File: config.mk
export PLATFORM = sky130hd
export DESIGN_NAME = dmrs_slot_sequencer
export DESIGN_NICKNAME = d
export VERILOG_FILES = /design/src/rtl/dmrs_slot_sequencer.sv
export SDC_FILE = /design/constraint.sdc
export NUM_CORES = 1
export LEC_CHECK = 0
export BUFFER_PORTS_ARGS = -buffer_cell sky130_fd_sc_hd__buf_2
export CAP_MARGIN = 10
export CORE_MARGIN = 2
export CORE_UTILIZATION = 33
export CTS_CLUSTER_DIAMETER = 200
export DETAILED_ROUTE_END_ITERATION = 16
export PLACE_DENSITY = 0.55
export SYNTH_ARGS = -nofsm -noshare
export SYNTH_HDL_FRONTEND = slang
export SYNTH_SLANG_ARGS = --single-unit
export TNS_END_PERCENT = 5
File: constraint.sdc
create_clock -name clk -period 4.4 [get_ports clk]
set_input_delay 0.22 -clock clk [delete_from_list [all_inputs] [get_ports clk]]
set_output_delay 0.22 -clock clk [all_outputs]
set_load 0.005 [all_outputs]
File: src/rtl/dmrs_slot_sequencer.sv
// Slot-level controller for the PUSCH DMRS generator: latches the slot configuration,
// walks the 14 OFDM symbols, restarts/checks the generator and handshakes with the data mapper.
module dmrs_slot_sequencer #(
    parameter int unsigned GEN_RST_CYCLES = 2,
    parameter int unsigned TIMEOUT_CYCLES = 4095
) (
    input  logic        clk,
    input  logic        reset,
    input  logic        slot_start,
    input  logic [3:0]  N_slot_frame_in,
    input  logic [9:0]  N_cell_ID_in,
    input  logic [6:0]  N_rb_in,
    input  logic [1:0]  En_hopping_in,
    input  logic [13:0] dmrs_sym_mask,
    input  logic        DMRS_valid,
    input  logic        DMRS_finished,
    input  logic        data_done,
    output logic        gen_reset,
    output logic [3:0]  N_slot_frame,
    output logic [9:0]  N_cell_ID,
    output logic [6:0]  N_rb,
    output logic [1:0]  En_hopping,
    output logic [3:0]  sym_idx,
    output logic        sym_is_dmrs,
    output logic        data_req,
    output logic        busy,
    output logic        slot_done,
    output logic        len_err,
    output logic        timeout_err,
    output logic        cfg_err,
    output logic        overrun
);

    localparam int unsigned CNT_W    = 11;
    localparam int unsigned TMO_W    = $clog2(TIMEOUT_CYCLES + 1);
    localparam int unsigned RST_W    = 3;
    localparam int unsigned SYM_LAST = 13;

    typedef enum logic [2:0] {
        IDLE, LATCH, GEN_RST, GEN_RUN, DATA_WAIT, NEXT, DONE
    } state_t;

    state_t             state_q, state_d;
    logic [13:0]        mask_q, mask_d;
    logic [CNT_W-1:0]   expected_q, expected_d;
    logic [CNT_W-1:0]   smp_cnt_q, smp_cnt_d, smp_nxt;
    logic [TMO_W-1:0]   tmo_cnt_q, tmo_cnt_d;
    logic [RST_W-1:0]   rst_cnt_q, rst_cnt_d;
    logic               tmo_hit;

    logic [3:0]  n_slot_frame_d;
    logic [9:0]  n_cell_id_d;
    logic [6:0]  n_rb_d;
    logic [1:0]  en_hopping_d;
    logic [3:0]  sym_idx_d;
    logic        gen_reset_d, sym_is_dmrs_d, data_req_d, busy_d, slot_done_d;
    logic        len_err_d, timeout_err_d, cfg_err_d, overrun_d;

    // Saturating sample count including a strobe in the current cycle
    assign smp_nxt = (DMRS_valid && (smp_cnt_q != {CNT_W{1'b1}})) ? smp_cnt_q + CNT_W'(1) : smp_cnt_q;
    assign tmo_hit = (tmo_cnt_q == TMO_W'(TIMEOUT_CYCLES - 1));

    always_ff @(posedge clk or posedge reset) begin
        if (reset) state_q <= IDLE;
        else       state_q <= state_d;
    end

    always_comb begin
        state_d        = state_q;
        mask_d         = mask_q;
        expected_d     = expected_q;
        smp_cnt_d      = smp_cnt_q;
        tmo_cnt_d      = '0;
        rst_cnt_d      = '0;
        n_slot_frame_d = N_slot_frame;
        n_cell_id_d    = N_cell_ID;
        n_rb_d         = N_rb;
        en_hopping_d   = En_hopping;
        sym_idx_d      = sym_idx;
        len_err_d      = len_err;
        timeout_err_d  = timeout_err;
        cfg_err_d      = cfg_err;
        overrun_d      = slot_start && (state_q != IDLE);

        unique case (state_q)
            IDLE: begin
                if (slot_start) begin
                    n_slot_frame_d = N_slot_frame_in;
                    n_cell_id_d    = N_cell_ID_in;
                    n_rb_d         = N_rb_in;
                    en_hopping_d   = En_hopping_in;
                    mask_d         = dmrs_sym_mask;
                    sym_idx_d      = '0;
                    len_err_d      = 1'b0;
                    timeout_err_d  = 1'b0;
                    cfg_err_d      = 1'b0;
                    state_d        = LATCH;
                end
            end
            LATCH: begin
                sym_idx_d = '0;
                if (N_rb == 7'd0) begin
                    cfg_err_d = 1'b1;
                    state_d   = DONE;
                end else begin
                    expected_d = CNT_W'(N_rb) * CNT_W'(12);
                    state_d    = mask_q[0] ? GEN_RST : DATA_WAIT;
                end
            end
            GEN_RST: begin
                smp_cnt_d = '0;
                if (rst_cnt_q == RST_W'(GEN_RST_CYCLES - 1)) state_d = GEN_RUN;
                else rst_cnt_d = rst_cnt_q + RST_W'(1);
            end
            GEN_RUN: begin
                smp_cnt_d = smp_nxt;
                if (DMRS_finished) begin
                    if (smp_nxt != expected_q) len_err_d = 1'b1;
                    state_d = NEXT;
                end else if (tmo_hit) begin
                    timeout_err_d = 1'b1;
                    state_d       = NEXT;
                end else begin
                    tmo_cnt_d = tmo_cnt_q + TMO_W'(1);
                end
            end
            DATA_WAIT: begin
                if (data_done) begin
                    state_d = NEXT;
                end else if (tmo_hit) begin
                    timeout_err_d = 1'b1;
                    state_d       = NEXT;
                end else begin
                    tmo_cnt_d = tmo_cnt_q + TMO_W'(1);
                end
            end
            NEXT: begin
                if (sym_idx == 4'(SYM_LAST)) begin
                    state_d = DONE;
                end else begin
                    sym_idx_d = sym_idx + 4'd1;
                    state_d   = mask_q[sym_idx_d] ? GEN_RST : DATA_WAIT;
                end
            end
            DONE: begin
                state_d = IDLE;
            end
            default: begin
                state_d = IDLE;
            end
        endcase

        // Outputs decode the state being entered so they are registered without extra lag
        gen_reset_d   = (state_d == GEN_RST);
        data_req_d    = (state_d == DATA_WAIT);
        busy_d        = (state_d != IDLE);
        slot_done_d   = (state_d == DONE);
        sym_is_dmrs_d = busy_d && mask_d[sym_idx_d];
    end

    // gen_reset sets asynchronously so the generator is held restarted during reset
    always_ff @(posedge clk or posedge reset) begin
        if (reset) begin
            mask_q       <= '0;
            expected_q   <= '0;
            smp_cnt_q    <= '0;
            tmo_cnt_q    <= '0;
            rst_cnt_q    <= '0;
            N_slot_frame <= '0;
            N_cell_ID    <= '0;
            N_rb         <= '0;
            En_hopping   <= '0;
            sym_idx      <= '0;
            gen_reset    <= 1'b1;
            sym_is_dmrs  <= 1'b0;
            data_req     <= 1'b0;
            busy         <= 1'b0;
            slot_done    <= 1'b0;
            len_err      <= 1'b0;
            timeout_err  <= 1'b0;
            cfg_err      <= 1'b0;
            overrun      <= 1'b0;
        end else begin
            mask_q       <= mask_d;
            expected_q   <= expected_d;
            smp_cnt_q    <= smp_cnt_d;
            tmo_cnt_q    <= tmo_cnt_d;
            rst_cnt_q    <= rst_cnt_d;
            N_slot_frame <= n_slot_frame_d;
            N_cell_ID    <= n_cell_id_d;
            N_rb         <= n_rb_d;
            En_hopping   <= en_hopping_d;
            sym_idx      <= sym_idx_d;
            gen_reset    <= gen_reset_d;
            sym_is_dmrs  <= sym_is_dmrs_d;
            data_req     <= data_req_d;
            busy         <= busy_d;
            slot_done    <= slot_done_d;
            len_err      <= len_err_d;
            timeout_err  <= timeout_err_d;
            cfg_err      <= cfg_err_d;
            overrun      <= overrun_d;
        end
    end

endmodule
==> flow_metrics.tcl <==
set metrics [dict create \
    grt_usage_pct 15.3 \
    cts.sinks 88 \
    cts_max_path_buffers 2 \
    yosysWarnings 0 \
    cts_tree "done" \
    synth_commonest_cells "87 x dfrtp_1, 35 x nor2_1, 34 x mux2_2" \
    period_needed_ps 3000 \
    ys_seq_area_share_pct 44.9 \
    drt_iter0_markers 185 \
    start_util_pct 33.7 \
    synth_edf_count 0 \
    netlist_top_cells_area "dfrtp_1 44%, mux2_2 7.8%, ha_1 4.1%" \
    peakVddDrop_mv 0.212 \
    final-setup-viol-count 0 \
    path_clk_slew_ps 60 \
    wire_per_inst_um 15.6 \
    p_int_mw 2.37 \
    antenna_cells 0 \
    die_w_um 126 \
    dpl_cell_area_um2 5420 \
    p_per_area_nw_per_um2 667 \
    antenna_found_initial 0 \
    switchingPower_mw 1.45 \
    synth-main-ff-cell "dfrtp_1" \
    cts_setup_buffers 0 \
    timing.final.hold_violations 0 \
    cts_resized 0 \
    reg2reg_depth 5 \
    wirelength_mm 11.4 \
    vias 3781 \
    tightest_slew_ps 1090 \
    place.gp.congestion 0.886 \
    drc 0 \
    r2r_start "state_q[0]" \
    grt_pass1_wl_mm 19.6 \
    p_sw_share_pct 38.0 \
    crit_path_max_fanout 27 \
    outcome "finished, final reports clean" \
    pin_count 79 \
    avgSynthCellArea_um2 10.4 \
    cts_max_level 3 \
    path_class "reg2reg" \
    rows 44 \
    via_per_inst 5.20 \
    syn_inst 472 \
    port-buffer-count 78 \
    seq_power_share_pct 38.0 \
    r2r_slack_ps 1400 \
    timing.final.crit_share_pct 68.2 \
    syn_nets 532 \
    synth_seq_cells 88 \
    overflow 0 \
    synthArstFlopShare_pct 100 \
    slew_headroom_pct 27.0 \
    rsz0062_at_grt "false" \
    grt_max_degree 54 \
    finalInstanceArea_um2 5730 \
    hold_slack_ps 31.3 \
    timing.rr.end "sym_is_dmrs" \
    die_h_um 126 \
    drive_gt1_share_pct 27.1 \
    cts_buffers 9 \
    nets 598 \
    critPathLaunchType "register" \
    first_global_vias 3772 \
    yosys.cell_types.count 71 \
    cts_root_buf "clkbuf_16" \
    comb_power_share_pct 41.3 \
    clock_power_share_pct 20.6 \
    postRouteAntennaNets 0 \
    required_ps 4600 \
    dieArea_um2 15800 \
    core_area_um2 14500 \
    syn_to_final_growth_pct 16.8 \
    cts_hold_buf 0 \
    fmaxAchievable_mhz 333 \
    arrival_ps 3210 \
    maxCapViolCount 0 \
    clk_latency_ps 350 \
    fin_skew_ps 9.36 \
    hold_path_class "in2async" \
    end_kind "register" \
    yosys.area.top_type_share_pct 44.4 \
    synthesis.area_um2 4900 \
    maxSlewViolCount 0 \
    synth.largest_area_cell "dfrtp_1" \
    p_total_mw 3.82 \
    leakagePower_nw 2.64 \
    hpwl_mm 8.22 \
    synth_most_common_cell "dfrtp_1" \
    drt_first_pass_iters 4 \
    setup_tns_ps 0 \
]
-- kinds of logic (layout without fill, tap and decap cells) --
logic type	Yosys count	count (layout)	share of synthesized area, %
fa+ha+maj	17	17	4.49
flops	88	88	44.9
xor+xnor	27	27	4.82
simple gates	135	135	14.5
buf+inv	49	120	4.34
compound gates	110	110	15.6
mux	46	46	11.3
-- registers in the layout (all words and copies together) (netlist names), 2 cells and up --
register	cells
En_hopping	2
N_cell_ID	10
N_rb	7
N_slot_frame	4
expected_q	9
mask_q	14
rst_cnt_q	3
smp_cnt_q	11
state_q	3
sym_idx	4
tmo_cnt_q	12
-- per-layer routing --
layer	GRT usage (%)	vias up	wire [um]
met4	4.27	0	150
met2	23.9	72	5420
met3	3.82	13	428
met1	21.2	1862	5370
li1	-	1834	-
met5	0	-	0
-- cells in the final DEF (no fill, tap or decap), types with 3 or more instances in the layout --
cell / n
o21bai_1: 3
a31oi_1: 4
nand4_1: 5
clkinv_2: 3
nand3_1: 11
inv_1: 21
a21o_1: 4
a211oi_1: 3
mux4_2: 3
a21oi_1: 23
nor3b_1: 3
clkbuf_16: 9
nand3b_1: 3
nor3_1: 16
dfrtp_1: 87
o21a_1: 5
nand2_1: 29
and3_1: 8
nand2b_1: 3
xor2_1: 15
nor2b_1: 6
and4_1: 4
o21ai_0: 29
buf_4: 3
nor2_1: 35
mux2i_1: 6
buf_2: 78
ha_1: 16
xnor2_1: 12
o22ai_1: 3
mux2_2: 34
-- how the worst max path moves through the flow --
stage / startpoint / end / depth (start not counted)
after floorplan: reset / En_hopping[0] / 1
after global placement: state_q[0] / sym_is_dmrs / 6
after detailed placement: state_q[0] / sym_is_dmrs / 5
after CTS: state_q[0] / sym_is_dmrs / 5
after global routing: state_q[0] / sym_is_dmrs / 6
final: state_q[0] / sym_is_dmrs / 5
-- power groups by stage --
stage / combinational [mW] / sequential (mW) / clock (mW)
after floorplan: 1.27 / 1.32 / 0
after global placement: 1.57 / 1.46 / 0
after global routing: 1.79 / 1.52 / 0.852
final: 1.58 / 1.45 / 0.788
after detailed placement: 1.59 / 1.47 / 0
after CTS: 1.60 / 1.46 / 0.812
-- layout make-up --
class | count | area (um^2)
tap | 184 | 230
clock buffer | 11 | 253
clock inverter | 5 | 55.1
multi-input combinational | 335 | 2490
inverter | 23 | 87.6
fill | 1490 | 8810
timing repair buffer | 81 | 413
sequential | 88 | 2200
-- worst max-delay path, stage by stage (launching register included) --
cell,delay [ps]
dfrtp_1,710
nor4b_4,1030
mux2_2,440
mux2_2,270
a221oi_1,330
a211oi_2,80
-- stage by stage --
stage                     utilization (%)  std cells  worst slack (ps)
after detailed placement             37.3        711              1370
after global placement               37.3        711              1470
after global routing                 39.4        727              1130
final                                39.4        727              1400
after CTS                            39.4        727              1350
after floorplan                         -        472              1900
Power figures use the tool's default switching activity.
